File: config.mk
export PLATFORM = sky130hd
export DESIGN_NAME = sb_rx_msg_decoder
export DESIGN_NICKNAME = d
export VERILOG_FILES = /design/src/rtl/sb_rx_msg_pkg.sv /design/src/rtl/sb_rx_msg_fifo.sv /design/src/rtl/sb_rx_msg_decoder.sv
export SDC_FILE = /design/constraint.sdc
export NUM_CORES = 1
export LEC_CHECK = 0
export BUFFER_PORTS_ARGS = -buffer_cell sky130_fd_sc_hd__buf_2
export CAP_MARGIN = 20
export CORE_UTILIZATION = 52
export CTS_BUF_LIST = sky130_fd_sc_hd__clkbuf_8
export DETAILED_ROUTE_END_ITERATION = 12
export PLACE_DENSITY_LB_ADDON = 0.25
export SLEW_MARGIN = 20
export SYNTH_ARGS = -nofsm -noshare
export SYNTH_HDL_FRONTEND = slang
export SYNTH_SLANG_ARGS = --single-unit
File: constraint.sdc
create_clock -name i_clk -period 3.4 [get_ports i_clk]
set_clock_uncertainty 0.1 [all_clocks]
set_input_delay 0.34 -clock i_clk [delete_from_list [all_inputs] [get_ports i_clk]]
set_output_delay 0.34 -clock i_clk [all_outputs]
set_load 0.005 [all_outputs]
File: src/rtl/sb_rx_msg_pkg.sv
// sb_rx_msg_pkg: shared message codes, header field positions and decoded-message type
package sb_rx_msg_pkg;
  localparam logic [7:0] MSG_NOP = 8'd0;
  localparam logic [7:0] MSG_REQ = 8'd1;
  localparam logic [7:0] MSG_RESP = 8'd2;
  localparam int CODE_LSB = 14;
  localparam int SUB_LSB = 32;
  localparam int INFO_LSB = 40;
  localparam int PAR_BIT = 63;
  typedef struct packed {
    logic [7:0] ch;
    logic [7:0] code;
    logic [7:0] sub_code;
    logic [15:0] info;
  } msg_t;
endpackage

File: src/rtl/sb_rx_msg_fifo.sv
// sb_rx_msg_fifo: synchronous show-ahead FIFO with wrap-bit pointers
module sb_rx_msg_fifo #(
  parameter int WIDTH = 8,
  parameter int DEPTH = 4,
  localparam int AW = $clog2(DEPTH)
) (
  input  logic             clk,
  input  logic             rst_n,
  input  logic             push,
  input  logic [WIDTH-1:0] wdata,
  input  logic             pop,
  output logic [WIDTH-1:0] rdata,
  output logic             full,
  output logic             empty,
  output logic [AW:0]      count
);
  logic [WIDTH-1:0] mem [DEPTH];
  logic [WIDTH-1:0] last;
  logic [AW:0] wptr, rptr;
  logic we, re;
  assign empty = wptr == rptr;
  assign full = (wptr[AW-1:0] == rptr[AW-1:0]) && (wptr[AW] != rptr[AW]);
  assign count = wptr - rptr;
  assign re = pop && !empty;
  assign we = push && (!full || re);
  assign rdata = empty ? last : mem[rptr[AW-1:0]];
  // pointers advance on accepted push/pop; the popped head is kept so outputs hold when empty
  always_ff @(posedge clk or negedge rst_n)
    if (!rst_n) begin
      wptr <= '0;
      rptr <= '0;
      last <= '0;
    end else begin
      wptr <= wptr + (AW+1)'(we);
      rptr <= rptr + (AW+1)'(re);
      if (re) last <= mem[rptr[AW-1:0]];
    end
  // storage array needs no reset; it is only visible through a non-empty head
  always_ff @(posedge clk)
    if (we) mem[wptr[AW-1:0]] <= wdata;
endmodule

File: src/rtl/sb_rx_msg_decoder.sv
// sb_rx_msg_decoder: checks, decodes and queues sideband RX message headers per channel
module sb_rx_msg_decoder
  import sb_rx_msg_pkg::*;
#(
  parameter int NUM_CH = 2,
  parameter int FIFO_DEPTH = 4,
  parameter int INFO_W = 2,
  localparam int CH_W = NUM_CH > 1 ? $clog2(NUM_CH) : 1,
  localparam int CNT_W = $clog2(FIFO_DEPTH) + 1
) (
  input  logic              i_clk,
  input  logic              i_rst_n,
  input  logic              i_hdr_valid,
  input  logic [CH_W-1:0]   i_hdr_ch,
  input  logic [63:0]       i_header,
  output logic              o_msg_valid,
  input  logic              i_msg_ready,
  output logic [CH_W-1:0]   o_msg_ch,
  output logic [7:0]        o_msg_code,
  output logic [7:0]        o_msg_sub_code,
  output logic [INFO_W-1:0] o_msg_info,
  output logic              o_parity_err,
  output logic              o_unsup_err,
  output logic              o_overflow,
  output logic [CNT_W-1:0]  o_fifo_count
);
  logic [7:0] code;
  logic [INFO_W-1:0] norm_info;
  logic par_err, bad_code, bad_ch, unsup;
  logic stg_valid, stg_par, stg_unsup;
  msg_t stg_msg, head;
  logic good, full, empty, pop, push;
  logic unused_head;
  assign code = i_header[CODE_LSB +: 8];
  // parity has priority; unsupported covers unknown codes and out-of-range channels
  always_comb begin
    par_err = ^{i_header[PAR_BIT], i_header[PAR_BIT-1:0]};
    bad_code = !(code == MSG_NOP || code == MSG_REQ || code == MSG_RESP);
    bad_ch = 32'(i_hdr_ch) >= NUM_CH;
    unsup = !par_err && (bad_code || bad_ch);
    norm_info = code == MSG_NOP ? i_header[INFO_LSB +: INFO_W] :
                code == MSG_RESP ? INFO_W'(i_header[INFO_LSB]) : '0;
  end
  // decode register: one header per cycle, error flags pulse for a single cycle
  always_ff @(posedge i_clk or negedge i_rst_n)
    if (!i_rst_n) begin
      stg_valid <= 1'b0;
      stg_par <= 1'b0;
      stg_unsup <= 1'b0;
      stg_msg <= '0;
    end else begin
      stg_valid <= i_hdr_valid;
      stg_par <= i_hdr_valid && par_err;
      stg_unsup <= i_hdr_valid && unsup;
      if (i_hdr_valid)
        stg_msg <= '{ch: 8'(i_hdr_ch), code: code, sub_code: i_header[SUB_LSB +: 8], info: 16'(norm_info)};
    end
  assign good = stg_valid && !stg_par && !stg_unsup;
  assign pop = !empty && i_msg_ready;
  assign push = good && (!full || pop);
  assign o_overflow = good && full && !pop;
  assign o_parity_err = stg_par;
  assign o_unsup_err = stg_unsup;
  sb_rx_msg_fifo #(.WIDTH($bits(msg_t)), .DEPTH(FIFO_DEPTH)) u_fifo (
    .clk(i_clk),
    .rst_n(i_rst_n),
    .push(push),
    .wdata(stg_msg),
    .pop(pop),
    .rdata(head),
    .full(full),
    .empty(empty),
    .count(o_fifo_count)
  );
  assign o_msg_valid = !empty;
  assign o_msg_ch = head.ch[CH_W-1:0];
  assign o_msg_code = head.code;
  assign o_msg_sub_code = head.sub_code;
  assign o_msg_info = head.info[INFO_W-1:0];
  assign unused_head = ^{head.ch, head.info};
endmodule

# --- Word-level counts from Yosys, hierarchy flattened ---
# Memories as Yosys holds them, arrays and structs flattened.
# Cells that the tools add are included.
classes:
  reduce_logical: 25
  addsub: 3
  n_mux: 5
  n_eq_ne: 5
op_table:
  columns: ["operator", "count"]
  rows:
  - ["XOR reduction 64 bit", 1]
  - ["two-way mux 33 bit", 1]
  - ["logical AND 1 bit", 12]
  - ["== test 8 x 1 -> 1 bit (second input constant)", 1]
  - ["== test 8 x 2 -> 1 bit (second input constant)", 1]
  - ["logical NOT 8 bit", 1]
  - ["logical NOT 1 bit", 7]
  - ["adder 3 x 1 -> 3 bit", 2]
  - ["logical OR 1 bit", 4]
  - ["== test 3 bit", 1]
  - ["two-way mux 1 bit", 3]
  - ["subtractor 3 bit", 1]
  - ["== test 2 bit", 1]
  - ["two-way mux 2 bit", 1]
  - ["!= test 1 bit", 1]
word_totals:
  input_bits: 69
  reg_bits: 61
  memories: 1
  output_inout_bits: 26
  word_cells: 49
  mem_bits_rw: 76
memory_table:
  columns: ["name", "depth", "word_bits", "read_ports", "rd_clocked_by_memory_dff", "wr", "line_no", "source"]
  rows:
  - ["u_fifo.mem", 4, 19, 1, 0, 1, "sb_rx_msg_fifo.sv:17", "logic [WIDTH-1:0] mem [DEPTH];"]

# --- Logic depth before layout (Yosys ltp) ---
logic_depth:
  depth_word: 8
  mapped_depth: 10
  ltp_nobuf: 8

# --- Modules after synthesis ---
# A second synthesis with hierarchy kept.
unflattened:
  cells_unflattened: 502
  hier_area_um2: 9569.2
by_module_without_submodules:
  columns: ["mod", "area_each_um2", "n_inst", "cells_per_inst"]
  rows:
  - ["sb_rx_msg_fifo", 8081.5, 1, 372]
  - ["sb_rx_msg_decoder", 1487.7, 1, 130]

# --- Least setup slack after synthesis ---
# Ideal clock, no wire load.
synth_path:
  path_type: "register to register"
  startpoint: "register u_fifo.rptr[1]"
  endpoint: "memory u_fifo.mem[1][0] in the netlist's numbering (enable)"
  slack_ns: -0.338
  setup_ns: 0.444
  n_path_buf: 1
  stages_incl_launch_ff: 7
  arrival_time_ns: 3.195
  synth_period_minus_slack_ns: 3.738
  path_cell_list: "dfrtp_1 -> clkbuf_1 -> inv_1 -> ha_1 -> nand2_1 -> nor3_1 -> nor4_1"
synth_between:
  elab_chain_len: 8
  elab_cells_between_ends: 13
synth_lines:
  columns: ["element", "line_no", "source"]
  rows:
  - ["from (decl)", "sb_rx_msg_fifo.sv:19", "logic [AW:0] wptr, rptr;"]
  - ["from (signal assigned)", "sb_rx_msg_fifo.sv:35", "rptr <= rptr + (AW+1)'(re);"]
  - ["== test 3 bit or == test 2 bit (tied branches)", "sb_rx_msg_fifo.sv:21, sb_rx_msg_fifo.sv:22", null]
  - ["logical NOT 1 bit or logical AND 1 bit (tied branches)", "sb_rx_msg_fifo.sv:24, sb_rx_msg_decoder.sv:59, sb_rx_msg_fifo.sv:22", null]
  - ["logical AND 1 bit or logical NOT 1 bit (tied branches)", "sb_rx_msg_decoder.sv:59, sb_rx_msg_fifo.sv:25, sb_rx_msg_decoder.sv:60", null]
  - ["logical OR 1 bit or logical AND 1 bit (tied branches)", "sb_rx_msg_decoder.sv:60, sb_rx_msg_fifo.sv:24", null]
  - ["logical AND 1 bit or logical OR 1 bit (tied branches)", "sb_rx_msg_decoder.sv:60, sb_rx_msg_fifo.sv:25", null]
  - ["logical AND 1 bit (*)", "sb_rx_msg_fifo.sv:25", "assign we = push && (!full || re);"]
  - ["two-way mux 1 bit (*)", "sb_rx_msg_fifo.sv:40", "if (we) mem[wptr[AW-1:0]] <= wdata;"]
  - ["two-way mux 1 bit (implied by the code) (*)", "sb_rx_msg_fifo.sv:40", null]
  - ["to (decl)", "sb_rx_msg_fifo.sv:17", null]
# Mark *: on every way between the ends. The rest lies on a longest branch, timed or not.

# --- Final worst setup path ---
layout_path:
  startpoint: "register u_fifo.rptr[0]"
  endpoint: "output port o_msg_info[0]"
layout_between:
  elab_chain_len: 2
  elab_cells_between_ends: 3
layout_lines:
  columns: ["element", "line_no", "source"]
  rows:
  - ["memory read (4 x 19 bit) or == test 3 bit (tied branches)", null, null]
  - ["two-way mux 33 bit (*)", "sb_rx_msg_fifo.sv:26", "assign rdata = empty ? last : mem[rptr[AW-1:0]];"]
  - ["to (decl)", "sb_rx_msg_decoder.sv:21", "output logic [INFO_W-1:0] o_msg_info,"]
# Marked as above.

==> summary.txt <==
Cells and area
  • Syn-to-layout area delta: 20.12%
  • Layout Cells excl Fill: 583
  • # fillers: around 800
  • # diodes: 0
  • Area occupied by multi-input gates: between 1500 and 2000 um2
  • Cell area after layout: 6566 um2
  • Layout cell share with drive strength beyond 1: between 40% and 50%
  • FF/Latch Area: 3458 um2
  • Nets@finish: slightly above 500

Power
  • Leakage: between 2 and 3 nW
  • PD cells: 836.7 nW/um2
  • Total Power: ~5.5 mW
  • VDD IR max: between 0.3 and 0.4 mV

Worst setup path
  • Cells on worst reg2reg path: 9
  • Flop2flop setup slack: around 1000 ps
  • CP endpoint kind: output pin
  • Critical path data arrival time: 2170 ps
  • CP delay by family, top: multiplexers
  • Crit Path Category: reg2out
  • Critical path peak fanout: 20
  • WP depth: 4
  • Slowest CP cell: mux4_2
  • Nature of the critical path startpoint: flip-flop
  • Worst r2r src: u_fifo.wptr[0]
  • CP peak stage delay: about 610 ps
  • Reg-to-reg endpoint: u_fifo.rptr[2]
  • Critical Path RT: between 2000 and 3000 ps
  • Critical path cell sequence: buf_4 > mux4_2 > mux2_2 > buf_2
  • CP Buf/Inv Count: 2

Placement
  • Post-Place Cells: 550
  • Final GP Congestion: a little under 0.8
  • Port buffer count: 94
  • Placed Instance Area: roughly 6200 um2
  • Hpwl dp: around 6400 um

Routing
  • Pre-antenna DRT Iters: 5
  • Final wirelength: ~9000 um
  • Post-route DRC: 0
  • Vias: roughly 2.9k
  • Initial drt markers: 120
  • Final ANT Viol Nets: 0
  • Wire per inst: ~16 um
  • Drt via density: 5.041

Clocking
  • Num CTS Buffers: 17
  • Reg clk slew, reported paths: around 80 ps
  • CTS Buffer Depth: 2
  • Sink Count: between 100 and 150
  • CTS tree: yes
  • H-tree levels: 4
  • CTS Root Cell: clkbuf_8
  • Setup Buffers After CTS: 0
  • Worst-Skew Late Latency: between 400 and 500 ps

Logic synthesis
  • Distinct cells, synth: 23
  • Area share of the largest cell type after synthesis: 41.75%
  • Synth area leader: edfxtp_1
  • Yosys reg bits: approximately 120
  • Syn Nets: between 400 and 500
  • Syn avg cell area: roughly 17 um2
  • Gate Count Post-Synth: 321
  • Mapped Area: 5466 um2
  • Area contributors post-synth: edfxtp_1 (42%), dfrtp_1 (22%), mux2_2 (11%)
  • Post-synthesis sequential area ratio: 63.26%
  • YS warnings: 0

Global routing
  • All-Layer GR Usage: between 10% and 20%
  • Vias in the first global route: between 3k and 4k
  • First-pass GRT wire length: 15,180 um
  • Largest net degree at the start of global routing: 34
  • GRT overflow: 0
  • Initial antenna violation count: 0

STA
  • Final worst-path cycle share: around three quarters
  • Least-Margin Pin Slew: 810.2 ps
  • Final hold vios: 0
  • Slew headroom: ~46%
  • RSZ-0062 raised after global routing: no
  • Max Freq: about 380 MHz
  • Final Critical Period: between 2000 and 3000 ps
  • Pins Over Slew Limit: 0
  • Setup_tns: 0 ps
  • Setup-failing EPs final: 0

Floorplan
  • Core Rows: 37
  • Starting Density: 53.19%
  • Die height: 104.5 um
  • Core ar.: just over 10,000 um2
  • I/O Pins: 95
  • Die area: 10,930 um2
  • Die span in x: 104.5 um

Hold path
  • Hold Startpoint: i_hdr_ch
  • Worst hold path class: in2reg
  • Min-Delay Endpoint: stg_msg[32]
  • Hold Path Stages: 2

Run status
  • Status: finished, final reports clean

Job
  • MaxCap Viol Count: 0
-- worst max path at each step --
| stage | from | endpoint |
|---|---|---|
| 2_1_floorplan | u_fifo.rptr[1] | u_fifo.mem[1][0] |
| 3_3_place_gp | i_header[18] | o_parity_err |
| 3_5_place_dp | u_fifo.wptr[0] | u_fifo.wptr[2] |
| 4_1_cts | u_fifo.rptr[0] | o_msg_info[0] |
| 5_1_grt | u_fifo.rptr[0] | o_msg_info[0] |
| 6_report | u_fifo.rptr[0] | o_msg_info[0] |
-- per-layer routing --
metal | part of all wire, % | vias up | GRT usage, %
met4 | 0.47 | 0 | 7.347
met2 | 51 | 107 | 31.22
met3 | 5.1 | 7 | 5.365
met5 | 0 | - | 0
met1 | 43 | 1425 | 23.29
li1 | - | 1400 | -
-- synth_stat cells --
library cell  instances
nor2_1                2
inv_1                16
dfrtp_1              47
nand3_1               3
edfxtp_1             76
or3b_2                1
xnor2_1              48
mux4_2               19
buf_2                 3
nand2_1               8
ha_1                 12
mux2_2               53
xnor3_1               3
xor2_1                8
o22ai_1               2
nor3_1                2
clkbuf_1              8
fa_1                  1
o211ai_1              1
xnor2_2               1
and2_1                1
nor4_1                5
o21ai_0               1
-- layout by cell type, fill, tap and decap left out, types with 3 or more instances in the layout --
| cell | netlist | routed |
|---|---|---|
| nor4_2 | 0 | 4 |
| nand2_1 | 8 | 8 |
| mux4_2 | 19 | 19 |
| inv_6 | 0 | 6 |
| xor2_1 | 8 | 8 |
| mux2_2 | 53 | 53 |
| buf_2 | 3 | 94 |
| clkbuf_8 | 0 | 17 |
| xnor3_1 | 3 | 3 |
| clkinvlp_4 | 0 | 3 |
| buf_4 | 0 | 10 |
| inv_1 | 16 | 16 |
| edfxtp_1 | 76 | 76 |
| ha_1 | 12 | 12 |
| dfrtp_1 | 47 | 47 |
| nand3_1 | 3 | 3 |
| xnor2_1 | 48 | 48 |
-- sequential cells by signal, summed over array words and instances (netlist names) --
signal	count
o_unsup_err	1
u_fifo.rptr	3
u_fifo.wptr	3
stg_valid	1
stg_msg	19
u_fifo.last	19
o_parity_err	1
u_fifo.mem	76
-- worst reg2reg max path, stage by stage (launching register included) --
cell	delay, ps
dfrtp_1	420
inv_1	110
ha_1	330
nand3_1	100
buf_4	210
nand2_1	310
inv_1	130
ha_1	220
ha_1	190
xor2_1	140
-- where the power goes --
group,switching [mW],internal [mW]
Clock,0.589,0.663
Sequential,0.154,1.97
Combinational,0.941,1.18
-- through the flow --
step / hold slack (ps) / util (%) / worst slack (ps)
after floorplan: -55.59 / - / -338.3
after global placement: 357.3 / 59.96 / 1071
after detailed placement: 364.0 / 59.96 / 1026
after CTS: 20.37 / 63.89 / 739.9
after global routing: 8.086 / 63.89 / 655.2
final: 43.61 / 63.89 / 791.7
-- layout make-up --
class | instances | share of cell area [%]
inverters | 16 | 0.9146
multi-input cells | 171 | 29.36
well taps | 136 | 2.591
clock inverters | 15 | 2.439
flip-flops and latches | 123 | 52.67
repair buffers | 105 | 8.460
clock buffers | 17 | 3.563
-- cell families after synthesis --
family	after synthesis	share of synthesized area (%)
AOI/OAI and AO/OA	4	0.4577
xor gates and xnor gates	60	10.51
adders and majority gates	13	3.113
buffers and inverters	27	1.923
DFF	123	63.26
muxes	72	18.75
and+or+nand+nor	22	1.991
-- repair_timing --
action | 4_1_cts | 5_1_grt
endpoints found under the hold margin | 32 | 0
hold buffers | 1 | 0
resized for setup | 0 | 0
Note: power is estimated with default switching activity, not from simulation.
